===== src/rtl/obstacle_board.sv =====
// Falling-obstacle playfield: shifts generated rows down the board, detects
// player collisions on the bottom row and counts dodged rows.
module obstacle_board #(
  parameter int board_width  = 9,
  parameter int board_height = 8
) (
  input  logic                                clk,
  input  logic                                reset,
  input  logic [board_width-1:0]              row_data,
  input  logic                                update_obstacle,
  input  logic [$clog2(board_width)-1:0]      player_pos,
  input  logic                                start,
  output logic [board_height*board_width-1:0] board,
  output logic                                game_Over,
  output logic [9:0]                          score
);

  localparam int pos_w      = $clog2(board_width);
  localparam int board_bits = board_height * board_width;

  typedef enum logic [0:0] {
    PLAY = 1'b0,
    OVER = 1'b1
  } state_t;

  state_t                   state_r;
  state_t                   state_next_s;
  logic [board_bits-1:0]    board_r;
  logic [board_bits-1:0]    board_next_s;
  logic [9:0]               score_r;
  logic [9:0]               score_next_s;
  logic                     shift_pending_r;
  logic                     shift_pending_next_s;
  logic                     game_over_r;
  logic [board_width-1:0]   bottom_s;
  logic [pos_w-1:0]         pos_clamped_s;
  logic                     collision_s;

  // Collision check on the registered bottom row; out-of-range columns clamp to the last one
  always_comb begin
    bottom_s = board_r[board_bits-1 -: board_width];
    if (int'(player_pos) >= board_width) begin
      pos_clamped_s = pos_w'(board_width - 1);
    end else begin
      pos_clamped_s = player_pos;
    end
    collision_s = bottom_s[pos_clamped_s];
  end

  // Next-state logic: collision wins over a pending shift, restart clears the board
  always_comb begin
    state_next_s         = state_r;
    board_next_s         = board_r;
    score_next_s         = score_r;
    shift_pending_next_s = 1'b0;
    case (state_r)
      PLAY: begin
        if (collision_s) begin
          state_next_s         = OVER;
          shift_pending_next_s = 1'b0;
        end else begin
          shift_pending_next_s = update_obstacle;
          if (shift_pending_r) begin
            board_next_s = {board_r[board_bits-board_width-1:0], row_data};
            if ((bottom_s != {board_width{1'b0}}) && (score_r != 10'd1023)) begin
              score_next_s = score_r + 10'd1;
            end else begin
              score_next_s = score_r;
            end
          end else begin
            board_next_s = board_r;
          end
        end
      end
      OVER: begin
        if (start) begin
          state_next_s = PLAY;
          board_next_s = {board_bits{1'b0}};
          score_next_s = 10'd0;
        end else begin
          state_next_s = OVER;
        end
      end
      default: begin
        state_next_s = PLAY;
      end
    endcase
  end

  // State and output registers
  always_ff @(posedge clk or negedge reset) begin
    if (!reset) begin
      state_r         <= PLAY;
      board_r         <= {board_bits{1'b0}};
      score_r         <= 10'd0;
      shift_pending_r <= 1'b0;
      game_over_r     <= 1'b0;
    end else begin
      state_r         <= state_next_s;
      board_r         <= board_next_s;
      score_r         <= score_next_s;
      shift_pending_r <= shift_pending_next_s;
      game_over_r     <= (state_next_s == OVER);
    end
  end

  assign board     = board_r;
  assign score     = score_r;
  assign game_Over = game_over_r;

endmodule

===== config.mk =====
export PLATFORM = sky130hd
export DESIGN_NAME = obstacle_board
export DESIGN_NICKNAME = d
export VERILOG_FILES = /design/src/rtl/obstacle_board.sv
export SDC_FILE = /design/constraint.sdc
export NUM_CORES = 1
export LEC_CHECK = 0
export ABC_AREA = 1
export CAP_MARGIN = 20
export CELL_PAD_IN_SITES_DETAIL_PLACEMENT = 1
export CELL_PAD_IN_SITES_GLOBAL_PLACEMENT = 1
export CORE_ASPECT_RATIO = 0.75
export CORE_UTILIZATION = 30
export DETAILED_ROUTE_END_ITERATION = 10
export PLACE_DENSITY_LB_ADDON = 0.12
export SKIP_LAST_GASP = 1
export SLEW_MARGIN = 20
export SYNTH_ARGS = -nofsm -noshare
export SYNTH_HDL_FRONTEND = slang
export SYNTH_SLANG_ARGS = --single-unit

===== constraint.sdc =====
create_clock -name clk -period 1.85 [get_ports clk]
set_input_delay 0.555 -clock clk [delete_from_list [all_inputs] [get_ports clk]]
set_output_delay 0.555 -clock clk [all_outputs]
set_load 0.01 [all_outputs]

======== After elaboration in Yosys (flattened, before gate mapping) ========
Cells that the tools add are included.
word-level totals
  bits in registers ....................... 84
  input bits .............................. 17
  output and inout bits ................... 83
  word-level logic and storage cells ...... 34
cells by class
  $add $sub $neg .......................... 1
  $lt $le $gt $ge ......................... 2
  eq/ne operators ......................... 5
  muxes and demuxes ....................... 17
  bitwise operators ....................... 1
  reduce and logical (&&, ||, !) cells .... 4
operators by type and width
  kind                   count
  $mux 72                3
  $pmux 72 s2            1
  $mux 10                4
  $pmux 10 s2            1
  $add 10x1->10 const B  1
  $ne 10x10->1 const B   1
  $reduce_bool 9->1      1
  $ne 2x2->1 const B     4
  $lt 4x5->1 const B     1
  $mux 1                 5
  $bmux 1 s4             1
  $ge 4x4->1 const B     1
  $mux 4                 1
  $reduce_and 4->1       1
  $reduce_and 3->1       1
  $pmux 1 s2             1
  $logic_and 1x1->1      1
  $not 1->1              1

======== Logic depth before layout (Yosys ltp) ========
Gate-level depths: netlist of the first run.
  word-level depth ........................ 6
  gate-level depth with buffers ........... 10
  depth with buffers taken out ............ 10

======== Worst setup path after synthesis of the first run ========
Ideal clock, no wire load.
  path type ............................... reg-to-reg
  from .................................... register score_r[0] (netlist: score[0])
  to ...................................... register score_r[0] (netlist: score[0])
  data arrival time ....................... 1.466 ns
  data required time ...................... 1.733 ns
  setup slack ............................. 0.267 ns
  cell stages (with the launch flop) ...... 10
  clock period less this slack ............ 1.583 ns
  cells stage by stage .................... dfrtp_1 > ha_1 > nand2_1 > inv_1 > nand3_1 > o21ai_0 > nand2_1 > clkbuf_1 > nand3_1 > nand2_1
between the ends
  longest elaborated chain between the ends .. 5
ends and longest elaborated chain
  item                    line  source
  start, declared         30    logic [9:0] score_r;
  start signal, assigned  101   score_r <= score_next_s;
  $add 10x1->10           66    score_next_s = score_r + 10'd1;
  $mux 10                 65    if ((bottom_s != {board_width{1'b0}}) && (score_r != 10'd1023)) begin
  $mux 10                 63    if (shift_pending_r) begin
  $mux 10                 58    if (collision_s) begin
  $pmux 10 s2             56    case (state_r)
Several ways; a longest one is shown, not always the timed one. The select of a mux whose other input is x is not followed.
A chain may end at the register's enable or synchronous reset.

======== Worst setup path in the final report of the first run ========
  from .................................... register board_r[67] (netlist: board[67])
  to ...................................... output port board[67]
RTL lines
  item                    line  source
  start, declared         28    logic [board_bits-1:0] board_r;
  start signal, assigned  94    board_r <= {board_bits{1'b0}};
  start signal, assigned  100   board_r <= board_next_s;
  end, declared           13    output logic [board_height*board_width-1:0] board,
No word-level cell between the ends.

==> flow_summary.toml, run 1 <==
[status]
status = "finished, final reports clean"

[floorplanning]
pin_count = 100
die-area_um2 = 12100
fp.coreArea_um2 = 11100
rows = 33
start_util = 0.314
die_h_um = 95.4
die_x_um = 127

[power]
finalPower_uw = 6360
peakVddDrop_mv = 0.608
power_density_nw_per_um2 = 1200
p_leak_uw = 0.00274

[route]
vias = 3010
drc_errors = 0
ant_nets = 0
wire_per_inst_um = 17.2
vias_per_cell = 4.79
drtIter0Drc = 178
drt-total-wl_mm = 10.8
dr.pass1.iters = 4

[yosys]
yosys_warnings = 0
synthesis.area_um2 = 3490
ys_types = 25
ys_ff_latch = 84
synthesis.nets = 376
synth_cells = 358
ys_seq_area_frac = 0.602
syn_avg_cell_area_um2 = 9.75

[sta]
whs_ns = 0.139
layout_min_cycle_time_ns = 1.83
clock_skew_ns = 0.00423
final.period_utilization = 0.989
setup_tns_ns = 0
hold_viol_final = 0
finalSetupViolations = 0
rsz0062_at_grt = "true"
slew_viol_final = 0
max_freq_mhz = 547
worst_slew_pin_slew_ns = 0.402
maxSlewHeadroom = 0.731

[clock_network]
cts_num_sinks = 84
cts_tree = "done"
cts-root-buf = "clkbuf_16"
holdBufCountCts = 0
clkLatencyLatePin_ns = 0.34
cts_buffers = 9
cts_buffer_depth = 2
h-tree-depth = 3
clk_pin_slew_worst_paths_ns = 0.06

[global_route]
grt_pass1_vias = 3083
grt_pass1_wl_mm = 16.7
antenna_found_initial = 0
grt.total_usage = 0.182
overflow = 0
grt_max_degree = 43

[critical_path]
cp.arrival_ns = 1.27
end_kind = "primary output"
max_stage_delay_ns = 0.55
crit_chain = "clkdlybuf4s50_1"
cp.buffers_inverters = 1
cp_slowest_cell = "clkdlybuf4s50_1"
worstSetupPathType = "reg2out"
required_ns = 1.29
critPathTopFamily = "buffers and inverters"
critPathMaxFanout = 3
worstSetupStartpointType = "register"

[run]
timing.max_cap.violations = 0

[final_layout]
antennaDiodeCount = 0
final_common_cell = "inv_1"
fin_nets = 502
layout_common_cells = "86 x inv_1, 82 x dfrtp_1, 71 x o22ai_1"
drive_above_1_share = 0.123
area.growth.synth_to_final_pct = 52.4
post-route-util = 0.479
fin_area_um2 = 5320

[worst_hold_path]
hold_path_class = "in2async"

[place]
gp_congestion = 0.734
port_buffers = 99
place_area_um2 = 4730
post-dp-hpwl_mm = 7.26
==> sequential cells by signal, summed over array words and instances, names as in the netlist <==
signal	count
board	72
score	10
game_Over	1
shift_pending_r	1
==> path summary, 6_finish.rpt <==
path / from / cells past startpoint / slack (ns) / to
max in group asynchronous: reset / 2 / 1.20 / score[2]$_DFFE_PN0P_
worst max-delay path: board[67]$_DFFE_PN0P_ / 1 / 0.02 / board[67]
worst min-delay path: reset / 1 / 0.14 / board[30]$_DFFE_PN0P_
worst max register to register: board[68]$_DFFE_PN0P_ / 8 / 0.13 / score[2]$_DFFE_PN0P_
worst min register to register: board[11]$_DFFE_PN0P_ / 2 / 0.55 / board[11]$_DFFE_PN0P_
min in group clk: board[11]$_DFFE_PN0P_ / 2 / 0.55 / board[11]$_DFFE_PN0P_
==> per-stage QoR <==
| step | cells | setup WS (ns) |
|---|---|---|
| floorplan | 358 | 0.267 |
| global placement | 598 | -0.347 |
| detailed placement | 598 | -0.514 |
| CTS | 621 | 0.00428 |
| global route | 629 | -0.0239 |
| finish | 629 | 0.0210 |
==> Yosys cell counts, drive strengths merged <==
| master | n | area share |
|---|---|---|
| nor4 | 1 | 0.0018 |
| dfrtp | 84 | 0.60 |
| and3 | 1 | 0.0018 |
| nand3b | 1 | 0.0022 |
| xor2 | 4 | 0.010 |
| a21oi | 2 | 0.0029 |
| buf | 17 | 0.039 |
| o21ai | 3 | 0.0043 |
| ha | 1 | 0.0036 |
| o21a | 1 | 0.0022 |
| nor2 | 15 | 0.016 |
| clkbuf | 1 | 0.0011 |
| nor3 | 3 | 0.0043 |
| a21boi | 1 | 0.0022 |
| nand2 | 42 | 0.048 |
| nand3 | 22 | 0.034 |
| inv | 87 | 0.094 |
| xnor2 | 1 | 0.0025 |
| o22ai | 71 | 0.13 |
==> cell families (layout without fill, tap and decap cells) <==
family | Yosys count | count (layout) | synth area share
flip-flops | 84 | 84 | 0.602
adder cells (fa/ha/maj) | 1 | 1 | 0.00358
buffers and inverters | 105 | 235 | 0.134
AND/OR/NAND/NOR | 85 | 86 | 0.109
XOR/XNOR | 5 | 5 | 0.0125
AO/OA/AOI/OAI | 78 | 78 | 0.139
==> per-layer routing <==
layer / global-route usage / routed length (um) / share of wire
met1: 0.251 / 5210 / 0.48
met2: 0.284 / 5060 / 0.47
met3: 0.0483 / 467 / 0.043
met4: 0.0512 / 89 / 0.0082
met5: 0 / 0 / 0
==> power by group <==
| part | switching, uW | internal [uW] |
|---|---|---|
| sequential | 154 | 2100 |
| clock | 785 | 914 |
| combinational | 1260 | 1150 |
| total | 2200 | 4160 |
==> timing repair <==
action | CTS | global route
cloned | 0 | 6
resized for setup | 13 | 31
pin swaps | 1 | 2
endpoints found under the setup margin | 95 | 85
buffers inserted | 7 | 2
==> layout make-up <==
class                   instances  area, um2
clock buffers                   9        225
repair buffers                132       1450
inverters                      87        327
clock inverters                 7       53.8
fillers                      1264       5790
multi-input cells             170        978
flip-flops and latches         84       2100
well taps                     140        175
Note: power is estimated with default switching activity, not from simulation.
==> run 2, diff against run 1 <==
Settings changed: SLEW_MARGIN 20 to not set.
==> results of run 2 <==
No change in the layout: final DEF, timing and power equal those of run 1.
==> run 3, diff against run 2 <==
Settings changed: CAP_MARGIN 20 to not set, CORE_ASPECT_RATIO 0.75 to not set.
==> flow_summary.toml, run 3 (synthesis gave the netlist of run 1 again) <==
[sta]
layout_min_cycle_time_ns = 1.82
rsz0062_at_grt = "true"
slew_viol_final = 0
whs_ns = 0.237
maxSlewHeadroom = 0.692
final.period_utilization = 0.983
worst_slew_pin_slew_ns = 0.462
max_freq_mhz = 550
hold_viol_final = 0
finalSetupViolations = 0
clock_skew_ns = 0.00692

[clock_network]
cts_tree = "done"
cts_buffer_depth = 2
clk_pin_slew_worst_paths_ns = 0.07
cts-root-buf = "clkbuf_16"
h-tree-depth = 3
cts_num_sinks = 84
holdBufCountCts = 0
clkLatencyLatePin_ns = 0.33
cts_buffers = 9

[place]
post-place-cells = 597
gp_congestion = 0.784
post-dp-hpwl_mm = 6.78
port_buffers = 99

[global_route]
grt_pass1_wl_mm = 16.1
antenna_found_initial = 0
grt.total_usage = 0.177
grt_max_degree = 85
grt_pass1_vias = 3105
overflow = 0

[floorplanning]
rows = 39
pin_count = 100
die_h_um = 110
start_util = 0.307
die-area_um2 = 12100
die_x_um = 110
fp.coreArea_um2 = 11400

[critical_path]
critPathTopFamily = "buffers and inverters"
critPathLaunch = "board[64]$_DFFE_PN0P_"
worstSetupStartpointType = "register"
end_kind = "primary output"
cp.arrival_ns = 1.26
max_stage_delay_ns = 0.55
critPathMaxFanout = 3
worstSetupPathType = "reg2out"
required_ns = 1.29
crit_chain = "clkdlybuf4s50_1"
cp.buffers_inverters = 1
cp_slowest_cell = "clkdlybuf4s50_1"
r2r-start = "board[66]$_DFFE_PN0P_"

[final_layout]
instances_no_fill = 622
area.growth.synth_to_final_pct = 47.3
final_common_cell = "inv_1"
layout_common_cells = "86 x inv_1, 83 x dfrtp_1, 79 x clkdlybuf4s50_1"
antennaDiodeCount = 0
drive_above_1_share = 0.0981
largest_register_ffs = 72
fin_nets = 492

[power]
power_density_nw_per_um2 = 1210
peakVddDrop_mv = 0.505
p_leak_uw = 0.00254

[route]
vias = 2975
drc_errors = 0
vias_per_cell = 4.78
wire_per_inst_um = 15.9
dr.pass1.iters = 4
ant_nets = 0
drt-total-wl_mm = 9.88
drtIter0Drc = 88

[run]
timing.max_cap.violations = 0

[status]
status = "finished, final reports clean"

[worst_hold_path]
hold_path_class = "in2async"
[run 3: changes by cell type in the layout (fill, tap and decap cells not counted), moves of 2 or more]
cell and change:
buf_12 -2, clkinv_4 -2, clkinvlp_4 -2, dlygate4sd2_1 -3, clkbuf_16 -4, clkbuf_8 +3
clkdlybuf4s50_1 +11, dlymetal6s2s_1 -8, buf_4 -3, nand2_8 -2
[run 3: per-stage QoR]
step / total power, uW / cell area [um2] / setup TNS, ns / setup WS [ns] / util
floorplan: 3290 / 3490 / 0 / 0.267 / -
global placement: 4270 / 4690 / -25.80 / -0.370 / 0.413
detailed placement: 4310 / 4690 / -32.21 / -0.452 / 0.413
CTS: 6260 / 5090 / 0 / 0.0129 / 0.447
global route: 6560 / 5140 / -0.0211 / -0.0145 / 0.452
finish: 6210 / 5140 / 0 / 0.0314 / 0.452
[run 3: worst paths after layout]
check | end | slack, ns | cells after the start
setup / recovery | board[64] | 0.03 | 1
hold / removal | board[50]$_DFFE_PN0P_ | 0.24 | 2
setup reg to reg | score[8]$_DFFE_PN0P_ | 0.28 | 7
hold reg to reg | board[35]$_DFFE_PN0P_ | 0.55 | 2
max in group asynchronous | score[5]$_DFFE_PN0P_ | 1.22 | 2
min in group clk | board[35]$_DFFE_PN0P_ | 0.55 | 2
[run 3: timing repair]
item                       CTS  global route
pin swaps                    1             1
setup endpoints to repair   91            70
resized for setup            7            18
hold endpoints to repair     0             0
cloned                       1             0
setup buffers                8             0
[run 3: area by class of cell]
cell class / instances / area, um2
clock buffers: 12 / 267
clock inverters: 4 / 55.1
repair buffers: 122 / 1260
multi-input cells: 170 / 947
well taps: 143 / 179
flip-flops and latches: 84 / 2100
fillers: 1306 / 6230
inverters: 87 / 327
[run 3: metal layers]
metal  vias to the layer above  track usage  wire length, um
li1                       1414            -                -
met1                      1485        0.246             4640
met2                        67        0.276             4700
met3                         9       0.0326              444
met4                         0       0.0600               99
met5                         -            0                0
[run 3: power breakdown]
group          total [uW]  switching, uW  leakage (uW)  internal, uW
logic                2060           1120       0.00123           941
registers            2250            152       0.00116          2100
clock network        1900            733      0.000155          1160
total                6210           2010       0.00254          4200
